$ cat config.mk
export PLATFORM = sky130hd
export DESIGN_NAME = relu_vec_packer
export DESIGN_NICKNAME = d
export VERILOG_FILES = /design/src/rtl/relu_vec_packer.sv
export SDC_FILE = /design/constraint.sdc
export NUM_CORES = 1
export LEC_CHECK = 0
export CAP_MARGIN = 20
export CORE_MARGIN = 2
export CORE_UTILIZATION = 33
export DETAILED_ROUTE_END_ITERATION = 12
export PLACE_DENSITY = 0.55
export SLEW_MARGIN = 10
export SYNTH_ARGS = -nofsm -noshare
export SYNTH_HDL_FRONTEND = slang
export SYNTH_SLANG_ARGS = --single-unit
$ cat constraint.sdc
create_clock -name clk -period 7.5 [get_ports clk]
set_input_delay 1.5 -clock clk [delete_from_list [all_inputs] [get_ports clk]]
set_output_delay 1.5 -clock clk [all_outputs]
set_load 0.1 [all_outputs]
$ cat src/rtl/relu_vec_packer.sv
// relu_vec_packer: gathers per-lane activation results into full MEM_WIDTH words
// and writes them to the activation buffer at consecutive addresses.
module relu_vec_packer #(
  parameter int BUS_NUM          = 8,
  parameter int FIXED_DATA_WIDTH = 8,
  parameter int MEM_WIDTH        = BUS_NUM * FIXED_DATA_WIDTH,
  parameter int ADDR_WIDTH       = 10,
  parameter int CNT_WIDTH        = 10
) (
  input  logic                  clk,
  input  logic                  rst,
  input  logic                  start,
  input  logic [ADDR_WIDTH-1:0] base_addr,
  input  logic [CNT_WIDTH-1:0]  vec_cnt,
  input  logic [MEM_WIDTH-1:0]  in_fixed_data,
  input  logic [BUS_NUM-1:0]    in_fixed_data_vld,
  output logic                  in_rdy,
  output logic                  mem_wr_vld,
  input  logic                  mem_wr_rdy,
  output logic [ADDR_WIDTH-1:0] mem_wr_addr,
  output logic [MEM_WIDTH-1:0]  mem_wr_data,
  output logic                  busy,
  output logic                  done,
  output logic                  err
);

  localparam int FW = FIXED_DATA_WIDTH;

  typedef enum logic [1:0] {
    IDLE,
    COLLECT,
    FLUSH
  } state_t;

  state_t               state;
  logic [BUS_NUM-1:0]   seen;
  logic [MEM_WIDTH-1:0] cap;
  logic [CNT_WIDTH-1:0] remaining;

  logic [BUS_NUM-1:0]   seen_next;
  logic [BUS_NUM-1:0]   fresh;
  logic [BUS_NUM-1:0]   dup;
  logic [BUS_NUM-1:0]   cap_en;
  logic [BUS_NUM-1:0]   seen_upd;
  logic [MEM_WIDTH-1:0] merged;
  logic                 full;
  logic                 out_free;
  logic                 hs;
  logic                 fire;
  logic                 last_vec;

  always_comb begin
    seen_next = seen | in_fixed_data_vld;
    fresh     = in_fixed_data_vld & ~seen;
    dup       = in_fixed_data_vld & seen;
    full      = &seen_next;
    hs        = mem_wr_vld & mem_wr_rdy;
    out_free  = ~mem_wr_vld | mem_wr_rdy;
    fire      = (state == COLLECT) & full & out_free;
    last_vec  = (remaining == CNT_WIDTH'(1));
    merged    = cap;
    for (int i = 0; i < BUS_NUM; i++) begin
      if (fresh[i]) begin
        merged[i*FW +: FW] = in_fixed_data[i*FW +: FW];
      end
    end
    // lanes already seen are freed by a completing word and start the next one
    cap_en   = fire ? dup : fresh;
    seen_upd = fire ? dup : seen_next;
  end

  assign in_rdy = (state == COLLECT) & ~(&seen);
  assign busy   = (state != IDLE);

  always_ff @(posedge clk or posedge rst) begin
    if (rst) begin
      state       <= IDLE;
      seen        <= '0;
      cap         <= '0;
      remaining   <= '0;
      mem_wr_vld  <= 1'b0;
      mem_wr_addr <= '0;
      mem_wr_data <= '0;
      done        <= 1'b0;
      err         <= 1'b0;
    end else begin
      done <= 1'b0;
      if (hs) begin
        mem_wr_addr <= mem_wr_addr + 1'b1;
      end
      unique case (state)
        IDLE: begin
          if (start) begin
            err  <= 1'b0;
            seen <= '0;
            if (vec_cnt != '0) begin
              mem_wr_addr <= base_addr;
              remaining   <= vec_cnt;
              state       <= COLLECT;
            end else begin
              done <= 1'b1;
            end
          end
        end
        COLLECT: begin
          seen <= seen_upd;
          for (int i = 0; i < BUS_NUM; i++) begin
            if (cap_en[i]) begin
              cap[i*FW +: FW] <= in_fixed_data[i*FW +: FW];
            end
          end
          if (fire) begin
            mem_wr_data <= merged;
            mem_wr_vld  <= 1'b1;
            remaining   <= remaining - 1'b1;
            if (last_vec) begin
              state <= FLUSH;
            end
          end else begin
            if (hs) begin
              mem_wr_vld <= 1'b0;
            end
            if (|dup) begin
              err <= 1'b1;
            end
          end
        end
        FLUSH: begin
          if (|in_fixed_data_vld) begin
            err <= 1'b1;
          end
          if (hs) begin
            mem_wr_vld <= 1'b0;
            done       <= 1'b1;
            state      <= IDLE;
          end
        end
        default: begin
          state <= IDLE;
        end
      endcase
    end
  end

endmodule

==> results of run 1 <==
## stage by stage
step	hold WS [ns]	std cells	area [um2]	utilization, %	setup slack [ns]
finish	0.477	1194	10500	44.5	3.11
global route	0.506	1194	10500	44.5	2.97
CTS	0.483	1192	10400	44.4	3.08
detailed placement	0.469	1160	9890	42.0	3.03
global placement	0.459	1160	9890	42.0	3.07
floorplan	0.480	711	7930	-	1.65
## worst max-delay path: cells and delay by family (launching register included)
family	cells	cell delay, ns
DFF	1	0.38
buffers and inverters	3	1.72
adders and majority gates	1	0.38
## registers in the layout, summed over array words and instances (netlist names)
signal and cells:
mem_wr_addr 10, remaining 10, mem_wr_vld 1, cap 64
done 1, seen 8, mem_wr_data 64, state 2
err 1
## Yosys cell counts, types with 2 or more instances
master | count | area, um2
inv_1 | 17 | 63.8
xor2_1 | 5 | 43.8
o22a_1 | 7 | 61.3
xnor2_1 | 4 | 35.0
mux2i_4 | 8 | 180
mux2_2 | 33 | 372
nand2_1 | 107 | 402
nand3_1 | 19 | 95.1
nor2_1 | 15 | 56.3
buf_1 | 8 | 30.0
nor4_1 | 5 | 31.3
nor3_1 | 11 | 55.1
clkbuf_1 | 27 | 101
mux2_4 | 32 | 480
o22ai_2 | 2 | 25.0
mux2i_1 | 66 | 661
clkbuf_2 | 3 | 15.0
ha_1 | 7 | 87.6
o2111ai_1 | 8 | 70.1
a31oi_1 | 10 | 62.6
nand4_1 | 9 | 56.3
and2_1 | 2 | 12.5
nand2b_1 | 4 | 25.0
nor2b_1 | 9 | 56.3
a21oi_1 | 9 | 45.0
buf_2 | 6 | 30.0
o21ai_0 | 81 | 405
o211ai_1 | 3 | 22.5
o311ai_0 | 8 | 70.1
dfrtp_1 | 161 | 4030
a221oi_1 | 3 | 26.3
buf_12 | 2 | 40.0
## worst paths after layout
kind / from / to / cells after the start
worst max-delay path: state[0]$_DFFE_PP0P_ / busy / 4
worst min-delay path: mem_wr_data[39]$_DFFE_PP0P_ / mem_wr_data[39]$_DFFE_PP0P_ / 2
worst max register to register: state[1]$_DFFE_PP0P_ / cap[63]$_DFFE_PP0P_ / 8
worst min register to register: mem_wr_data[39]$_DFFE_PP0P_ / mem_wr_data[39]$_DFFE_PP0P_ / 2
max in group asynchronous: rst / cap[34]$_DFFE_PP0P_ / 3
min in group asynchronous: rst / mem_wr_data[9]$_DFFE_PP0P_ / 2
## layout make-up
cell class / count / area share (%)
clock inverters: 12 / 0.931
well taps: 319 / 3.81
inverters: 17 / 0.656
flip-flops and latches: 161 / 38.4
repair buffers: 179 / 17.2
clock buffers: 20 / 4.36
multi-input cells: 486 / 34.7
## logic make-up after synthesis
kind of cell             count (synthesis)  synth area share (%)
AO/OA/AOI/OAI                          142                  11.1
AND/OR/NAND/NOR                        189                  11.0
flip-flops                             161                  50.8
adder cells (fa/ha/maj)                  7                  1.10
buffers and inverters                   64                  3.63
XOR/XNOR                                 9                 0.994
multiplexers                           139                  21.3
## routing by layer
layer | up-vias | share of wire (%) | global-route usage [%] | wire length, um
met2 | 126 | 46 | 24.0 | 8830
met3 | 17 | 6.2 | 4.87 | 1180
met4 | 0 | 1.4 | 3.97 | 272
met5 | - | 0 | 0 | 0
met1 | 2823 | 46 | 21.7 | 8880
li1 | 2857 | - | - | -
==> reports/metrics.cfg, run 1 <==
[status]
outcome=finished, final reports clean

[routing]
ant_nets=0
drt_iter0_drc=329
vias=5823
drt-pass1-iter-count=4
drc_errors=0
wl_um=19200
vias_per_cell=4.88
wl_per_cell_um=16.1

[worst_setup_path]
crit_top_cell=inv_1
critPathCaptureType=output pin
path_cells=inv_1, ha_1, inv_1, clkdlybuf4s50_1
r2r_slack_ns=4.17
cp.arrival_ns=2.89
critPathMaxFanout=12
critPathKind=flop to output pin
crit_path_start_kind=flop
max_stage_delay_ns=1.22
worst_path_max_delay_cell=clkdlybuf4s50_1
critical_path_required_ns=6.00

[layout]
multi_input_area_um2=3630
final_layout_size_suffix_gt1_share_pct=13.6
area_delta_synth_final_pct=32.1
regArea_um2=4030
mostFrequentLayoutCells=174 x clkdlybuf4s50_1, 161 x dfrtp_1, 106 x nand2_1
nets=965
n_antenna_cell=0
final_common_cell=clkdlybuf4s50_1
fill_cells=2283

[synth]
ys_seq_area_share_pct=50.8
syn-num-nets=814
synth_edf_count=0
syn-mean-instance-area_um2=11.2
ys_ff_latch=161
synth_ff_type=dfrtp_1
syn-cell-area_um2=7930
synth_warnings=0
synth-async-reset-ratio_pct=100
synthCells=711
synth_cell_types=52

[clocking]
cts_resized=0
clock_path_buffers=2
post-cts-setup-buffer-count=0
clk_pin_slew_ns=0.07
clkSinkCount=161
cts_buffers=17
h-tree-depth=4
cts_tree=built
holdBufCountCts=0
cts-root-buf=clkbuf_16
clkLatencyLatePin_ns=0.42

[global_routing]
first_global_vias=5865
grt_max_degree=117
grt_pass1_wl_um=32100
overflow=0
grt_use_total_pct=15.7
antenna_found_initial=1

[die]
start_util_pct=33.7
fp-row-count=56
coreArea_um2=23500
die_y_um=159
fp.dieW_um=159
num_io_pins=175
die-area_um2=25300

[timing]
rsz0062_at_grt=no
skew_ns=0.0139
min_period_ns=4.39
drv_slew=0
report.final.hold_viol_count=0
setup_viol=0
fmax_ghz=0.228
period_share_pct=58.5
setup_tns_ns=0
slew_headroom_pct=29.8
worst_slew_pin_slew_ns=1.05

[place]
dp_hpwl_um=13100
io_buffer_count=174
gp_congestion=0.781

[hold_path]
hp-class=flop to flop

[run]
drv_cap=0

Power of run 1 is not shown: default switching activity piles up to over one toggle a cycle in this logic, so the estimate is an artifact.
==> inputs of run 2 (changes only) <==
- PLACE_DENSITY: 0.55 -> 0.57
- clock period: 7.5 -> 3.7 ns (I/O delays scaled with it)
==> run 2 against run 1 <==
Effect of this change:
- first-iteration DRC count down 26%
- utilization up 0.56 points
- cell count up 1.2%
- sequential share of layout area fell by 0.48 points
==> reports/metrics.cfg, run 2 (synthesis results as in run 1) <==
[status]
outcome=finished, final reports clean

[timing]
report.final.hold_viol_count=0  ; unchanged
setup_viol=0  ; unchanged
rsz0062_at_grt=no
slew_headroom_pct=30.5  ; +0.67 points
worst_slew_pin_slew_ns=1.04  ; -0.0100 ns
period_share_pct=78.3
skew_ns=0.0119  ; -0.00201 ns
min_period_ns=2.90
drv_slew=0  ; unchanged
setup_slack_ns=0.802  ; -2.31 ns
setup_tns_ns=0  ; unchanged
fmax_ghz=0.345

[hold_path]
hold_depth=2  ; unchanged
hold_end=mem_wr_data[38]$_DFFE_PP0P_
hp-class=flop to flop
hold_start=mem_wr_data[38]$_DFFE_PP0P_

[die]
num_io_pins=175  ; unchanged
die_y_um=159  ; unchanged
fp.dieW_um=159  ; unchanged
coreArea_um2=23500  ; unchanged
start_util_pct=33.7  ; unchanged
fp-row-count=56  ; unchanged
die-area_um2=25300  ; unchanged

[place]
dp_slack_ns=0.405  ; -2.63 ns
gp_congestion=0.834  ; +6.8%
io_buffer_count=174  ; unchanged
dp_hpwl_um=13200  ; +0.67%

[worst_setup_path]
critical_path_required_ns=2.96  ; -3.04 ns
max_stage_delay_ns=0.49  ; -0.73 ns
crit_path_start_kind=flop
path_depth=4  ; unchanged
cp_top_family=buffers and inverters
worst_path_max_delay_cell=ha_1
cp.arrival_ns=2.16  ; -0.73 ns
r2r_slack_ns=1.08  ; -3.09 ns
crit_top_cell=inv_1
critPathKind=flop to output pin
reg2reg_depth=8  ; unchanged
path_cells=inv_1, ha_1, inv_1, buf_4
reg2reg_to=remaining[7]$_DFFE_PP0P_
critPathMaxFanout=12  ; unchanged
cp_num_buf_inv=3  ; unchanged
rr_startpoint=state[1]$_DFFE_PP0P_
critPathCaptureType=output pin

[global_routing]
grt_use_total_pct=15.6  ; -0.091 points
antenna_found_initial=0  ; -1
first_global_vias=5901  ; +0.61%
overflow=0  ; unchanged
grt_max_degree=162  ; +38%
grt_pass1_wl_um=31900  ; -0.77%

[routing]
ant_nets=0  ; unchanged
vias_per_cell=4.86  ; -0.26%
drc_errors=0  ; unchanged
wl_um=19200  ; +0.11%
wl_per_cell_um=15.9  ; -1.1%
drt-pass1-iter-count=4  ; unchanged
vias=5876  ; +0.91%
drt_iter0_drc=245  ; -26%

[clocking]
cts_resized=0  ; unchanged
holdBufCountCts=0  ; unchanged
cts_buffers=17  ; unchanged
post-cts-setup-buffer-count=0  ; unchanged
cts-root-buf=clkbuf_16
clkLatencyLatePin_ns=0.43  ; about the same
clkSinkCount=161  ; unchanged
clock_path_buffers=2  ; unchanged
h-tree-depth=4  ; unchanged
clk_pin_slew_ns=0.07  ; about the same
cts_tree=built

[layout]
area_delta_synth_final_pct=33.8
nets=979  ; +1.5%
final_layout_size_suffix_gt1_share_pct=15.3  ; +1.7 points
top_regs=cap: 64 flops, mem_wr_data: 64 flops
final_common_cell=clkdlybuf4s50_1
n_antenna_cell=0  ; unchanged
mostFrequentLayoutCells=172 x clkdlybuf4s50_1, 161 x dfrtp_1, 106 x nand2_1

[run]
drv_cap=0  ; unchanged

-- run 2: changes by cell type in the layout (fill, tap and decap cells not counted), sizes merged --
cell and delta:
clkdlybuf4s50 -2, inv +4, clkbuf -1, buf +16, clkinvlp -3
-- run 2: how the worst max path moves through the flow --
stage                                     from                   to  slack, ns
after floorplan           state[1]$_DFFE_PP0P_               in_rdy       0.45
after global placement    in_fixed_data_vld[6]  cap[54]$_DFFE_PP0P_       0.47
after detailed placement  in_fixed_data_vld[6]  cap[54]$_DFFE_PP0P_       0.41
after CTS                 state[0]$_DFFE_PP0P_                 busy       0.77
after global routing      state[0]$_DFFE_PP0P_                 busy       0.65
final                     state[0]$_DFFE_PP0P_                 busy       0.80
-- run 2: final cells by class --
cell class	instances	area [um2]
Fill cell	2293	12900
Sequential cell	161	4030
Tap cell	319	399
Clock buffer	19	453
Timing Repair Buffer	193	1900
Multi-Input combinational cell	486	3630
Inverter	17	67.6
Clock inverter	13	130
-- run 2: per-stage QoR --
stage / util [%] / cell area [um2] / std cells / hold slack (ns)
5_1_grt: 45.1 / 10600 / 1208 / 0.510
4_1_cts: 45.1 / 10600 / 1208 / 0.487
2_1_floorplan: - / 7940 / 711 / 0.480
3_5_place_dp: 42.6 / 10000 / 1176 / 0.470
6_report: 45.1 / 10600 / 1208 / 0.479
3_3_place_gp: 42.6 / 10000 / 1176 / 0.464
-- run 2: worst register-to-register path, stage by stage (launching register included) --
cell and delay (ns):
dfrtp_1 0.42, inv_1 0.10, ha_2 0.18, buf_4 0.50, nor2b_1 0.41, nor2_1 0.17, buf_4 0.22, a21o_1 0.19
a221oi_1 0.33
-- run 2: per-layer routing --
metal | wire length [um] | global-route usage [%] | up-vias
li1 | - | - | 2869
met1 | 9050 | 21.5 | 2846
met2 | 8790 | 24.2 | 148
met3 | 1190 | 4.30 | 13
met4 | 155 | 4.26 | 0
met5 | 0 | 0 | -
Power of run 2 is left out for the same reason.
==> RTL edit 1: new RTL, flow settings as in run 2 <==
Reset style: synchronous (`rst`), changed in one clocked block.
--- a/src/rtl/relu_vec_packer.sv
+++ b/src/rtl/relu_vec_packer.sv
@@ -74,3 +74,3 @@
 
-  always_ff @(posedge clk or posedge rst) begin
+  always_ff @(posedge clk) begin
     if (rst) begin
Function: differs if rst is asserted again (counterexample within 4 cycles, from zero or initial values and one cycle with rst high); with rst held inactive, the same outputs for 4 cycles.
==> RTL edit 1 against run 2 <==
- wire length grew 4.4%
- area after synthesis decreased by 2.7%
- sequential cell count stayed put
- maximum frequency is 7.8% lower
- design area shrank 3.6%
- setup slack lost 0.25 ns
- global-route usage grew 0.63 points
==> RTL edit 1: results (changes against run 2) <==
.. list-table::
   :header-rows: 1

   * - Metric
     - Value
   * - Result of the run
     - complete, no violations
   * - Layout fillers
     - 2235 (-2.5%)
   * - Slowest Stage Delay on Critical Path
     - 0.39 ns (-0.10 ns)
   * - Number of global-route vias before repair
     - 6090 (+3.2%)
   * - Mean area per synthesized cell
     - 8.93 um^2 (-20%)
   * - Power, Total
     - about 4.4 mW
   * - DR pass1 iterations
     - 9 (+5)
   * - Total Nets Final
     - 1107 (+13%)
   * - Final GP Congestion
     - 0.828 (-0.72%)
   * - Met1 track utilization from global routing
     - 22.3% (+0.80 points)
   * - Hold path endpoint
     - cap[20]$_SDFFE_PP0P_
   * - Endpoint arrival time on the critical path
     - 2.40 ns (+0.24 ns)
   * - Fraction of synthesized cell area in xor and xnor cells
     - 1.13% (+0.14 points)
   * - Compound-cell area share of the yosys netlist
     - 13.5% (+2.3 points)
   * - Cell types occupying the most area after synthesis
     - sky130_fd_sc_hd__dfxtp_1 (42%), sky130_fd_sc_hd__mux2i_1 (17%), sky130_fd_sc_hd__a211oi_1 (7.2%), sky130_fd_sc_hd__nand2_1 (7.1%), sky130_fd_sc_hd__nor2_1 (4.3%)
   * - Launch point of the worst reg-to-reg path
     - state[1]$_SDFFE_PP0P_
   * - Worst reg2reg endpoint
     - cap[11]$_SDFFE_PP0P_
   * - GR Layer Usage met2
     - 25.4% (+1.2 points)
   * - Vias after detailed routing
     - 6529 (+11%)
   * - Vias per inst
     - 4.91 (+0.92%)
   * - Worst slew slack as a fraction of its limit
     - 29.3% (-1.2 points)
   * - Syn Nets
     - 968 (+19%)
   * - Mux contribution to synthesized area
     - 17.0% (-4.4 points)
   * - Adder-cell area share of the yosys netlist
     - 2.28% (+1.2 points)
   * - Startpoint of the lowest-slack hold path
     - cap[20]$_SDFFE_PP0P_
   * - Number of placed instances, taps included
     - 1298 (+10%)
   * - Post-Route WL
     - 20.0 mm (+4.4%)
   * - Worst Clk Skew
     - 0.0136 ns (+0.00164 ns)
   * - Multi-input gate area
     - 4070 um^2 (+12%)
   * - Pre-CTS setup slack
     - 0.268 ns (-0.137 ns)
   * - Aggregate global-route resource usage
     - 16.3% (+0.63 points)
   * - Netlist cell types
     - 63 (+21%)
-- RTL edit 1: final cells by class --
cell class	count	area share [%]
diodes	1	0.0245
well taps	313	3.83
inverters	9	0.355
clock buffers	18	4.29
repair buffers	197	19.0
clock inverters	13	1.24
multi-input cells	618	39.8
flip-flops and latches	161	31.5
-- RTL edit 1: layer usage --
layer / part of all wire, % / vias to the layer above
li1: - / 3360
met1: 49 / 3006
met2: 46 / 146
met3: 4.4 / 17
met4: 1.4 / 0
met5: 0 / -
-- RTL edit 1: worst max-delay path by stage --
stage / depth (start not counted) / to / startpoint
5_1_grt: 6 / in_rdy / state[1]$_SDFFE_PP0P_
2_1_floorplan: 6 / in_rdy / state[1]$_SDFFE_PP0P_
3_3_place_gp: 6 / cap[52]$_SDFFE_PP0P_ / in_fixed_data_vld[3]
6_report: 6 / in_rdy / state[1]$_SDFFE_PP0P_
4_1_cts: 6 / in_rdy / state[1]$_SDFFE_PP0P_
3_5_place_dp: 6 / cap[61]$_SDFFE_PP0P_ / in_fixed_data_vld[3]
==> RTL edit 2: new RTL, settings of run 2 <==
Made on the original files. Set the parameter `ADDR_WIDTH` to 11 (it was 10).
--- a/src/rtl/relu_vec_packer.sv
+++ b/src/rtl/relu_vec_packer.sv
@@ -6,3 +6,3 @@
   parameter int MEM_WIDTH        = BUS_NUM * FIXED_DATA_WIDTH,
-  parameter int ADDR_WIDTH       = 10,
+  parameter int ADDR_WIDTH       = 11,
   parameter int CNT_WIDTH        = 10
Interface: changed (resized base_addr and mem_wr_addr); port bits go from 175 to 177. No check against the original RTL was run, so the function may have changed too.
==> RTL edit 2 against run 2 <==
- area after synthesis decreased by 2.9%
- sequential cell count grew 1
- synthesized cell count down 0.98%
- setup slack worse by 0.025 ns
- wire length is 1.1% higher
- design area down 0.60%
- core utilization rose by 1.2 points
Power is not shown: default switching activity piles up to over one toggle a cycle in this logic, so the estimate is an artifact.
==> RTL edit 2: results (changes against run 2) <==
.. list-table::
   :header-rows: 1

   * - Metric
     - Value
   * - Result of the run
     - complete, no violations
   * - Syn Nets
     - 808 (-0.74%)
   * - Post-Route WL
     - 19.4 mm (+1.1%)
   * - GR Layer Usage met2
     - 24.5% (+0.27 points)
   * - I/O Buffers
     - 176 (+1.1%)
   * - Worst Clk Skew
     - 0.00880 ns (-0.00313 ns)
   * - Largest net degree at the start of global routing
     - 48 (-70%)
   * - Aggregate global-route resource usage
     - 16.1% (+0.46 points)
   * - Cell types occupying the most area after synthesis
     - sky130_fd_sc_hd__dfrtp_1 (53%), sky130_fd_sc_hd__mux2_2 (9.5%), sky130_fd_sc_hd__mux2i_1 (8.6%), sky130_fd_sc_hd__o21ai_0 (5.5%), sky130_fd_sc_hd__nand2_1 (4.3%)
   * - Startpoint of the lowest-slack hold path
     - mem_wr_data[26]$_DFFE_PP0P_
   * - Layout fillers
     - 2172 (-5.3%)
   * - Transition time of the tightest slew-check pin
     - 1.06 ns (+0.0198 ns)
   * - Netlist cell types
     - 51 (-1.9%)
   * - Fraction of layout cells with a size suffix above 1
     - 15.8% (+0.47 points)
   * - Vias after detailed routing
     - 5875 (-0.017%)
   * - Worst reg2reg endpoint
     - seen[3]$_DFFE_PP0P_
   * - Total met2 wirelength after detailed routing
     - 8.75 mm (-0.51%)
   * - DR pass1 iterations
     - 8 (+4)
   * - Max FO, Critical Path
     - 23 (+11)
   * - Register-to-register setup slack
     - 0.99 ns (-0.09 ns)
   * - Total Nets Final
     - 986 (+0.72%)
   * - DP HPWL
     - 13.9 mm (+5.5%)
   * - Number of global-route vias before repair
     - 5799 (-1.7%)
   * - Crit path max-delay cell type
     - sky130_fd_sc_hd__dfrtp_1
   * - Met3 wire len
     - 1.43 mm (+19%)
   * - Final GP Congestion
     - 0.816 (-2.2%)
   * - Detailed router's first-iteration violation count
     - 224 (-8.6%)
   * - Top flop regs
     - cap (64), mem_wr_data (64), mem_wr_addr (11)
   * - Clock root cell
     - sky130_fd_sc_hd__clkbuf_16
   * - Register area share after synthesis
     - 52.6% (+1.8 points)
   * - Met3 GRT Util
     - 5.21% (+0.91 points)
   * - Hold path endpoint
     - mem_wr_data[26]$_DFFE_PP0P_
   * - Cell family with most CP delay
     - buffers and inverters
   * - Leading cell types by count after synthesis
     - sky130_fd_sc_hd__dfrtp_1 (162), sky130_fd_sc_hd__nand2_1 (89), sky130_fd_sc_hd__o21ai_0 (85)
   * - M1 wire length
     - 8.92 mm (-1.4%)
RTL edit 2: cell type report:
type                       count  share of cell area [%]
clock inverter                13                    1.66
timing repair buffer         205                    19.2
tap                          313                    3.71
multi-input combinational    484                    32.5
sequential                   162                    38.4
clock buffer                  18                    4.07
inverter                      12                   0.462
RTL edit 2: through the flow:
step	instances	setup slack, ns	area [um^2]	hold slack, ns	utilization [%]
detailed placement	1176	0.377	9950	0.470	43.7
CTS	1207	0.740	10600	0.484	46.3
finish	1207	0.778	10600	0.476	46.3
global route	1207	0.623	10600	0.500	46.3
global placement	1176	0.420	9950	0.461	43.7
floorplan	704	0.459	7710	0.479	-
RTL edit 2: cells by family after synthesis:
| family | after synthesis | synth area share (%) |
|---|---|---|
| fa+ha+maj | 7 | 1.14 |
| mux | 131 | 18.1 |
| simple gates | 175 | 11.5 |
| compound gates | 161 | 12.5 |
| buf+inv | 58 | 3.08 |
| flops | 162 | 52.6 |
| xor+xnor | 10 | 1.14 |
